$ cat src/rtl/ccff_bitstream_loader.sv
// Host-stream driver for the fabric configuration scan chains: loads one bit per
// chain per beat, and optionally re-streams the bitstream to verify the chain tails.
module ccff_bitstream_loader #(
  parameter int NUM_CHAINS = 8,
  parameter int CHAIN_LEN  = 4096,
  parameter int CNT_W      = $clog2(CHAIN_LEN + 1)
) (
  input  logic                  prog_clk,
  input  logic                  prog_reset_n,
  input  logic                  start,
  input  logic                  verify,
  input  logic                  s_valid,
  output logic                  s_ready,
  input  logic [NUM_CHAINS-1:0] s_data,
  output logic [NUM_CHAINS-1:0] ccff_head,
  input  logic [NUM_CHAINS-1:0] ccff_tail,
  output logic                  ccff_shift_en,
  output logic                  config_enable,
  output logic                  busy,
  output logic                  done,
  output logic [NUM_CHAINS-1:0] mismatch,
  output logic [CNT_W-1:0]      beat_cnt
);

  typedef enum logic [1:0] {IDLE, LOAD, DRAIN, DONE} state_t;

  localparam logic [CNT_W-1:0] LAST_CNT = CNT_W'(CHAIN_LEN - 1);
  localparam logic [CNT_W-1:0] FULL_CNT = CNT_W'(CHAIN_LEN);

  state_t state_reg;
  state_t state_next;
  logic   verify_q;
  logic   accept;
  logic   pass_start;

  assign accept     = s_valid & s_ready;
  assign pass_start = (state_reg == IDLE) & start;

  always_ff @(posedge prog_clk or negedge prog_reset_n) begin
    if (!prog_reset_n) begin
      state_reg <= IDLE;
    end else begin
      state_reg <= state_next;
    end
  end

  always_comb begin
    state_next = state_reg;
    case (state_reg)
      IDLE:    if (start) state_next = LOAD;
      LOAD:    if (accept && beat_cnt == LAST_CNT) state_next = DRAIN;
      DRAIN:   state_next = DONE;
      DONE:    state_next = IDLE;
      default: state_next = IDLE;
    endcase
  end

  always_comb begin
    s_ready       = (state_reg == LOAD);
    config_enable = (state_reg == LOAD) || (state_reg == DRAIN);
    busy          = (state_reg != IDLE);
    done          = (state_reg == DONE);
  end

  // Head register and shift enable form the one-cycle pipeline between host and chains;
  // a bubble leaves the head unchanged and suppresses the shift.
  always_ff @(posedge prog_clk or negedge prog_reset_n) begin
    if (!prog_reset_n) begin
      verify_q      <= 1'b0;
      ccff_head     <= '0;
      ccff_shift_en <= 1'b0;
      beat_cnt      <= '0;
    end else begin
      ccff_shift_en <= accept;
      if (accept) begin
        ccff_head <= s_data;
      end
      if (pass_start) begin
        verify_q <= verify;
        beat_cnt <= '0;
      end else if (accept && beat_cnt != FULL_CNT) begin
        beat_cnt <= beat_cnt + CNT_W'(1);
      end
    end
  end

  // Tail bit leaving the chain during a shift is the beat loaded CHAIN_LEN shifts ago.
  generate
    for (genvar gi = 0; gi < NUM_CHAINS; gi++) begin : g_mismatch
      always_ff @(posedge prog_clk or negedge prog_reset_n) begin
        if (!prog_reset_n) begin
          mismatch[gi] <= 1'b0;
        end else if (pass_start && verify) begin
          mismatch[gi] <= 1'b0;
        end else if (verify_q && ccff_shift_en && (ccff_tail[gi] ^ ccff_head[gi])) begin
          mismatch[gi] <= 1'b1;
        end
      end
    end
  endgenerate

endmodule

$ cat config.mk
export PLATFORM = sky130hd
export DESIGN_NAME = ccff_bitstream_loader
export DESIGN_NICKNAME = d
export VERILOG_FILES = /design/src/rtl/ccff_bitstream_loader.sv
export SDC_FILE = /design/constraint.sdc
export NUM_CORES = 1
export LEC_CHECK = 0
export ABC_CLOCK_PERIOD_IN_PS = 2200
export CORE_MARGIN = 5
export CORE_UTILIZATION = 45
export DETAILED_ROUTE_END_ITERATION = 6
export PLACE_DENSITY_LB_ADDON = 0.25
export SYNTH_ARGS = -nofsm -noshare
export SYNTH_HDL_FRONTEND = slang
export SYNTH_SLANG_ARGS = --single-unit
export TNS_END_PERCENT = 50
$ cat constraint.sdc
create_clock -name prog_clk -period 2.2 [get_ports prog_clk]
set_input_delay 0.33 -clock prog_clk [delete_from_list [all_inputs] [get_ports prog_clk]]
set_output_delay 0.33 -clock prog_clk [all_outputs]
set_load 0.01 [all_outputs]
==> After elaboration in Yosys (flattened, before gate mapping) <==
Index checks and enable logic that the tools add are counted.
{ "classes": {"add_sub_neg": 1, "eq_ne": 7, "n_mux": 21, "bitwise_logic": 10, "n_reduce_logical": 25} }
{ "ops": {"columns": ["cell", "count"], "rows": [
  ["$mux 13", 2],
  ["$reduce_bool 2->1", 10],
  ["$mux 1", 16],
  ["$add 13x1->13 const B", 1],
  ["$eq 13x12->1 const B", 1],
  ["$ne 13x13->1 const B", 1],
  ["$logic_and 1x1->1", 12],
  ["$pmux 2 s4", 1],
  ["$xor 1x1->1", 8],
  ["$eq 2x2->1 const B", 2],
  ["$mux 2", 2],
  ["$and 1x1->1", 2],
  ["$eq 2x1->1 const B", 1],
  ["$logic_not 2->1", 1],
  ["$ne 2x1->1 const B", 1],
  ["$ne 2x2->1 const B", 1],
  ["$reduce_and 2->1", 1],
  ["$logic_or 1x1->1", 1]
]} }
{ "word_totals": {"ff_bits": 33, "input_bits": 21, "output_inout_bits": 34, "elab_cells": 77} }

==> Depth between registers and ports, before layout <==
Gate-level depths: netlist of the first run.
{ "logic_depth": {"depth_word": 5, "depth_mapped": 8, "ltp_nobuf": 7} }

==> Worst setup path after synthesis of the first run <==
No wires, ideal clock.
{ "synth_path": {"kind": "register -> register", "start": "register beat_cnt[0]", "end": "register state_reg[1]", "setup_time_ns": 0.125, "t_arrival_ns": 1.620, "required_ns": 2.075, "setup_slack_ns": 0.455, "path_stages_with_launch": 6, "path_buffers": 0, "period_less_slack_ns": 1.745, "path_cell_list": "dfrtp_1 ha_1 nand4_4 o41ai_2 o21ai_1 mux2_4"} }
{ "synth_via": {"elab_chain_len": 4} }
{ "synth_lines": {"columns": ["element", "line", "rtl"], "rows": [
  ["start, declared", "22", "output logic [CNT_W-1:0] beat_cnt"],
  ["start signal, assigned", "82", "beat_cnt <= beat_cnt + CNT_W'(1);"],
  ["$eq 13x12->1", "51", "LOAD: if (accept && beat_cnt == LAST_CNT) state_next = DRAIN;"],
  ["$logic_and 1x1->1", "51", null],
  ["$ne 2x1->1 (no line)", null, null],
  ["$reduce_and 2->1 (no line)", null, null],
  ["end signal, assigned", "43", "state_reg <= state_next;"],
  ["end, declared", "30", "state_t state_reg;"]
]} }
Every way passes these cells.
A chain may end at the register's enable or synchronous reset.

==> Final worst setup path of the first run <==
{ "layout_path": {"start": "register state_reg[1]", "end": "output busy"} }
{ "layout_via": {"elab_chain_len": 1} }
{ "layout_lines": {"columns": ["element", "line", "rtl"], "rows": [
  ["$reduce_bool 2->1", "61", "busy = (state_reg != IDLE);"],
  ["end, declared", "19", "output logic busy,"]
]} }
Every way passes these cells.

==> results.py, run 1 <==
metrics = {
    "status": {
        "status": "finished clean",
    },
    "detailed_routing": {
        "routed_wl_um": 4170,
        "drc": 0,
        "routed_via_density": 5.28,
        "postRouteAntennaNets": 0,
        "drtIter0Drc": 83,
        "drt-pass1-iter-count": 5,
        "routedWlPerCell_um": 16.5,
        "via_count": 1330,
    },
    "clock_tree": {
        "cts.sinks": 33,
        "clk_path_buf_depth": 2,
        "ctsHoldBuffers": 0,
        "h-tree-depth": 2,
        "postCtsSetupBuffers": 0,
        "root_buffer": "clkbuf_4",
        "clk_latency_ns": 0.35,
        "path_clk_slew_ns": 0.11,
        "cts_tree": "yes",
        "ctsResizeCount": 0,
        "numCtsBuffers": 5,
    },
    "worst_hold_path": {
        "hp-class": "input pin to async pin",
    },
    "worst_setup_path": {
        "cp.required_ns": 1.87,
        "r2r-end": "state_reg[1]$_DFFE_PN0P_",
        "reg2reg_depth": 5,
        "crit_path_end_kind": "output pin",
        "endpoint": "busy",
        "reg2reg_from": "beat_cnt[1]$_DFFE_PN0P_",
        "ff2ff_setup_slack_ns": 0.36,
        "startpoint_type": "flop",
        "critical_path_class": "flop to output pin",
        "setup.worst_path.start": "state_reg[1]$_DFFE_PN0P_",
        "path_max_fanout": 4,
        "cp.arrival_ns": 1.72,
    },
    "synth": {
        "synth_cell_types": 29,
        "synth-warning-count": 0,
        "syn_inst": 146,
        "seq_area_frac_synth_pct": 51.4,
        "yosys_register_bits": 33,
        "synth_area_mm2": 0.00161,
        "synth_area_per_cell_um2": 11.0,
        "syn_nets": 174,
    },
    "floorplan": {
        "die_w_um": 69.7,
        "start_util_pct": 47.4,
        "rows": 21,
        "pin_count": 55,
        "die_h_um": 69.7,
        "core_mm2": 0.00339,
        "die_area_mm2": 0.00486,
    },
    "timing": {
        "max-slew-margin-rel_pct": 70.6,
        "hold_viol_final": 0,
        "rsz0062_at_grt": "no",
        "fmax_ghz": 0.488,
        "layout_setup_ws_ns": 0.153,
        "setup_viol": 0,
        "fin_crit_sh_pct": 93.1,
        "finalSetupTns_ns": 0,
        "skew_ns": 0.0134,
        "slew_viol_final": 0,
        "worstMarginPinSlew_ns": 0.441,
        "min_period_ns": 2.05,
    },
    "job": {
        "cap_violations": 0,
    },
    "power": {
        "vdd_ir_drop_max_mv": 0.516,
        "p_total_mw": 1.74,
        "p_per_area_mw_per_mm2": 758,
        "p_leak_nw": 1.01,
    },
    "cells_and_area": {
        "reg_top3": "beat_cnt x13, ccff_head x8, mismatch x8",
        "regMostFlops": "beat_cnt",
        "largest_reg_flops": 13,
        "nets": 233,
        "final_cells": 252,
        "num_antenna_cells": 0,
        "syn_to_final_growth_pct": 42.9,
        "drive_gt1_share_pct": 11.7,
        "final_util_pct": 67.7,
    },
    "placement": {
        "dp_slack_ns": 0.284,
        "portBuffers": 54,
        "dp_hpwl_um": 3150,
        "place_congestion": 1.04,
        "dp_cells": 244,
    },
    "global_route": {
        "grt_use_total_pct": 18.6,
        "overflow": 0,
        "grt_pass1_wl_um": 7010,
        "grt_pass1_vias": 1435,
        "antenna_found_initial": 0,
        "grt_max_degree": 34,
    },
}
cell families after synthesis:
logic type	Yosys count	synth area share [%]
xor gates and xnor gates	18	9.82
AOI/OAI and AO/OA	15	5.69
buffers and inverters	12	2.88
adders and majority gates	7	5.46
DFF	33	51.4
and+or+nand+nor	49	16.2
muxes	12	8.50
power breakdown:
group / switching, mW / internal, mW
combinational: 0.209 / 0.253
sequential: 0.124 / 0.675
clock: 0.206 / 0.271
total: 0.538 / 1.20
layout make-up:
class / count / area, µm²
fillers: 254 / 1100
flip-flops and latches: 33 / 826
multi-input cells: 101 / 736
repair buffers: 57 / 563
well taps: 46 / 57.6
clock buffers: 7 / 55.1
clock inverters: 1 / 30.0
inverters: 7 / 26.3
worst max-delay path: stages, from the launching register on:
cell             delay [ns]
dfrtp_1                0.42
inv_1                  0.11
ha_1                   0.21
inv_1                  0.08
clkdlybuf4s50_1        0.56
metal layers:
layer | global-route usage [%] | wire length [µm] | vias up
met5 | 0 | 0 | -
li1 | - | - | 618
met3 | 7.25 | 298 | 20
met2 | 32.0 | 2130 | 64
met4 | 10.9 | 166 | 0
met1 | 19.2 | 1570 | 628
per-stage QoR:
stage | hold slack (ns) | cell area (µm²)
6_report | 0.374 | 2290
3_3_place_gp | 0.481 | 2210
5_1_grt | 0.393 | 2290
3_5_place_dp | 0.490 | 2210
2_1_floorplan | 0.0344 | 1610
4_1_cts | 0.385 | 2290
how the worst min path moves through the flow:
stage	start	endpoint	slack, ns
floorplan	prog_reset_n	beat_cnt[0]$_DFFE_PN0P_	0.03
global placement	mismatch[4]$_DFFE_PN0P_	mismatch[4]$_DFFE_PN0P_	0.48
detailed placement	mismatch[4]$_DFFE_PN0P_	mismatch[4]$_DFFE_PN0P_	0.49
CTS	prog_reset_n	state_reg[0]$_DFFE_PN0P_	0.38
global route	prog_reset_n	state_reg[0]$_DFFE_PN0P_	0.39
finish	prog_reset_n	state_reg[0]$_DFFE_PN0P_	0.37
synthesized netlist by cell type:
master | n | area share [%]
and2_1 | 2 | 0.78
nand2_1 | 3 | 0.70
nor4_1 | 5 | 1.9
dfrtp_1 | 33 | 51
a311oi_1 | 1 | 0.55
nand2b_1 | 1 | 0.39
xnor2_1 | 8 | 4.4
mux2_4 | 1 | 0.94
ha_1 | 7 | 5.5
and3_1 | 1 | 0.39
inv_1 | 7 | 1.6
nand4_1 | 4 | 1.6
o21ai_0 | 1 | 0.31
mux2_2 | 9 | 6.3
nor3_1 | 2 | 0.62
nor2_1 | 22 | 5.1
nor4b_1 | 2 | 1.1
mux2i_1 | 2 | 1.2
a21oi_1 | 10 | 3.1
nand3_1 | 4 | 1.2
nand4_4 | 1 | 1.3
o21ai_1 | 1 | 0.31
clkbuf_1 | 4 | 0.94
a31oi_1 | 1 | 0.39
or3_1 | 1 | 0.39
o41ai_2 | 1 | 1.0
xor2_1 | 10 | 5.5
nand3_2 | 1 | 0.62
buf_2 | 1 | 0.31
layout by cell type, fill, tap and decap left out:
cell / instances
nand4_4: 1
a311oi_1: 1
o21ai_1: 1
and2_1: 2
a21oi_1: 10
nor4b_1: 2
xnor2_1: 8
clkdlybuf4s50_1: 54
bufinv_16: 1
or3_1: 1
o21ai_0: 1
nand4_1: 4
nand3_2: 1
dfrtp_1: 33
and3_1: 1
mux2_4: 1
nor2_1: 22
inv_1: 7
nand2b_1: 1
mux2_2: 9
ha_2: 1
buf_4: 3
mux2i_1: 2
clkbuf_1: 1
o41ai_2: 1
clkbuf_8: 1
nand2_1: 3
nor3_1: 2
nor4_1: 5
clkbuf_4: 5
ha_1: 6
nand3_1: 4
a31oi_1: 1
xor2_1: 10
No activity file was read; power rests on OpenSTA's default activity.
==> run 2: changes to the inputs <==
- ABC_AREA: unset -> 1
- CORE_UTILIZATION: 45 -> 47
==> run 2 against run 1 <==
Against the previous run: fmax increased by 5.2%; synthesized cell count increased by 66%; sequential power increased by 17%; worst hold slack improved by 0.079 ns; critical path depth decreased by 1; clock power decreased by 11%; cell count increased by 39%; critical path type unchanged; critical endpoint is now config_enable; largest cell class is now multi-input combinational cells.
==> results.py, run 2 <==
metrics = {
    "placement": {
        "dp_hpwl_um": 3440,
        "portBuffers": 54,
        "place_congestion": 0.849,
        "place_area_mm2": 0.00242,
    },
    "power": {
        "clkPwrFrac_pct": 17.2,
        "p_int_mw": 1.56,
        "swShare_pct": 37.1,
        "vdd_ir_drop_max_mv": 0.852,
        "seqPwrFrac_pct": 37.8,
        "p_per_area_mw_per_mm2": 990,
        "p_sw_uw": 918,
        "p_leak_nw": 1.23,
        "combPwrFrac_pct": 45.0,
    },
    "floorplan": {
        "die_w_um": 72.6,
        "rows": 22,
        "pin_count": 55,
        "core_mm2": 0.00372,
        "start_util_pct": 49.5,
        "die_h_um": 72.6,
        "die_area_mm2": 0.00527,
    },
    "synth": {
        "synth_top_area_cell": "dfrtp_1",
        "yosysTopAreaCellShare_pct": 44.9,
        "syn_nets": 270,
        "syn_inst": 242,
        "synth-warning-count": 0,
        "synth_top_family_by_area": "simple AND/OR/NAND/NOR gates",
        "synthArstFlopShare_pct": 100,
        "synthMuxAreaShare_pct": 0,
        "ys_top_cells_by_count": "89 x nand2_1, 33 x dfrtp_1, 28 x nor2_1, 24 x nand3_1, 17 x a21oi_1",
        "synth-simple-area-share_pct": 35.7,
        "yosys-top-cells-area": "dfrtp_1 45%, nand2_1 18%, nand3_1 6.5%",
        "synth_compound_area_share_pct": 5.17,
        "seq_area_frac_synth_pct": 44.9,
        "yosys_register_bits": 33,
        "synth_cell_types": 23,
        "synth_most_common_cell": "nand2_1",
        "synth_edf_count": 0,
        "synth_xor_area_share_pct": 2.86,
        "synthAdderAreaFrac_pct": 4.76,
        "synth_area_per_cell_um2": 7.61,
        "synth-main-ff-cell": "dfrtp_1",
        "synth_area_mm2": 0.00184,
    },
    "timing": {
        "finalSetupTns_ns": 0,
        "min_period_ns": 1.95,
        "skew_ns": 0.00692,
        "fmax_ghz": 0.514,
        "slew_viol_final": 0,
        "holdWs_ns": 0.453,
        "hold_viol_final": 0,
        "worstMarginPinSlew_ns": 0.409,
        "max-slew-margin-rel_pct": 72.8,
        "rsz0062_at_grt": "no",
        "fin_crit_sh_pct": 88.5,
        "setup_viol": 0,
    },
    "cells_and_area": {
        "layout_commonest_cell": "nand2_1",
        "multiInputGateArea_um2": 892,
        "syn_to_final_growth_pct": 35.9,
        "largest_reg_flops": 13,
        "n_fill_cell": 321,
        "drive_gt1_share_pct": 6.95,
        "nets": 329,
        "final_cell_area_mm2": 0.00250,
        "reg_top3": "beat_cnt x13, ccff_head x8, mismatch x8",
        "regMostFlops": "beat_cnt",
        "regArea_um2": 826,
        "final_cell_mix": "89 x nand2_1, 54 x clkdlybuf4s50_1, 33 x dfrtp_1, 28 x nor2_1, 24 x nand3_1",
        "num_antenna_cells": 0,
    },
    "global_route": {
        "overflow": 0,
        "grt_max_degree": 34,
        "grt_use_total_pct": 18.7,
        "grt_pass1_vias": 1581,
        "grt_pass1_wl_um": 7670,
        "antenna_found_initial": 0,
    },
    "detailed_routing": {
        "via_count": 1747,
        "routedWlPerCell_um": 13.1,
        "routed_wl_um": 4570,
        "drt-pass1-iter-count": 4,
        "postRouteAntennaNets": 0,
        "drc": 0,
        "routed_via_density": 4.99,
        "drtIter0Drc": 209,
    },
    "clock_tree": {
        "path_clk_slew_ns": 0.07,
        "ctsHoldBuffers": 0,
        "clk_path_buf_depth": 2,
        "cts_tree": "yes",
        "h-tree-depth": 2,
        "numCtsBuffers": 5,
        "clk_latency_ns": 0.28,
        "ctsResizeCount": 0,
        "postCtsSetupBuffers": 0,
        "root_buffer": "clkbuf_8",
        "cts.sinks": 33,
    },
    "worst_setup_path": {
        "crit_chain": "inv_1, ha_1, clkdlybuf4s50_1",
        "critPathMaxStageDelay_ns": 0.54,
        "cp.required_ns": 1.87,
        "critical_path_class": "flop to output pin",
        "ff2ff_setup_slack_ns": 0.49,
        "startpoint_type": "flop",
        "path_max_fanout": 4,
        "crit_path_end_kind": "output pin",
        "cp.arrival_ns": 1.62,
        "slowest_stage": "clkdlybuf4s50_1",
    },
    "worst_hold_path": {
        "hp-class": "input pin to async pin",
    },
    "job": {
        "cap_violations": 0,
    },
    "status": {
        "status": "finished clean",
    },
}
[run 2: cell types whose count changed after synthesis, sizes merged, moves of 3 or more]
cell and change:
nand3 +19, nand4 -4, buf +3, mux2 -10
a21oi +7, xnor2 -5, xor2 -7, inv +9
clkbuf -3, nand2 +89, nor2 +10, nor4 -5
[run 2: cell families after synthesis]
group / after synthesis
AND/OR/NAND/NOR: 155
flip-flops: 33
buffers and inverters: 22
AO/OA/AOI/OAI: 19
adder cells (fa/ha/maj): 7
XOR/XNOR: 6
[run 2: metrics by stage]
step / setup slack [ns] / power, mW / std cells / util (%)
final: 0.254 / 2.48 / 350 / 67.3
after global routing: 0.176 / 2.68 / 350 / 67.3
after CTS: 0.248 / 2.50 / 350 / 67.3
after detailed placement: 0.432 / 2.06 / 342 / 65.1
after global placement: 0.458 / 2.04 / 342 / 65.1
after floorplan: 0.691 / 1.52 / 242 / -
[run 2: worst max-delay path, delay by kind of cell (launching register included)]
kind	cells	cell delay, ns
adder cells (fa/ha/maj)	1	0.30
buffers and inverters	2	0.64
flip-flops	1	0.40
[run 2: area by class of cell]
type	count	share of cell area, %
multi-input combinational	187	35.7
sequential	33	33.0
timing repair buffer	57	22.5
inverter	17	3.10
clock buffer	6	2.90
tap	48	2.40
clock inverter	2	0.400
[run 2: worst paths after layout]
| path | startpoint | to | cells past startpoint |
|---|---|---|---|
| min in group prog_clk | verify_q$_DFFE_PN0N_ | verify_q$_DFFE_PN0N_ | 2 |
| worst min-delay path | prog_reset_n | ccff_head[1]$_DFFE_PN0P_ | 2 |
| worst max-delay path | state_reg[0]$_DFFE_PN0P_ | config_enable | 3 |
| worst min register to register | verify_q$_DFFE_PN0N_ | verify_q$_DFFE_PN0N_ | 2 |
| worst max register to register | state_reg[1]$_DFFE_PN0P_ | beat_cnt[7]$_DFFE_PN0P_ | 8 |
| max in group asynchronous | prog_reset_n | beat_cnt[7]$_DFFE_PN0P_ | 2 |
[run 2: layer usage]
metal | vias to the layer above | track usage (%) | part of all wire [%]
li1 | 884 | - | -
met1 | 808 | 25.6 | 44
met2 | 51 | 29.3 | 47
met3 | 4 | 5.37 | 7.7
met4 | 0 | 4.30 | 0.90
met5 | - | 0 | 0
[run 2: power groups by stage]
stage | Combinational (mW) | Sequential, mW | Clock [mW]
after global placement | 1.10 | 0.941 | 0
final | 1.11 | 0.937 | 0.425
after global routing | 1.24 | 0.968 | 0.465
after floorplan | 0.539 | 0.981 | 0
after CTS | 1.13 | 0.935 | 0.434
after detailed placement | 1.12 | 0.942 | 0
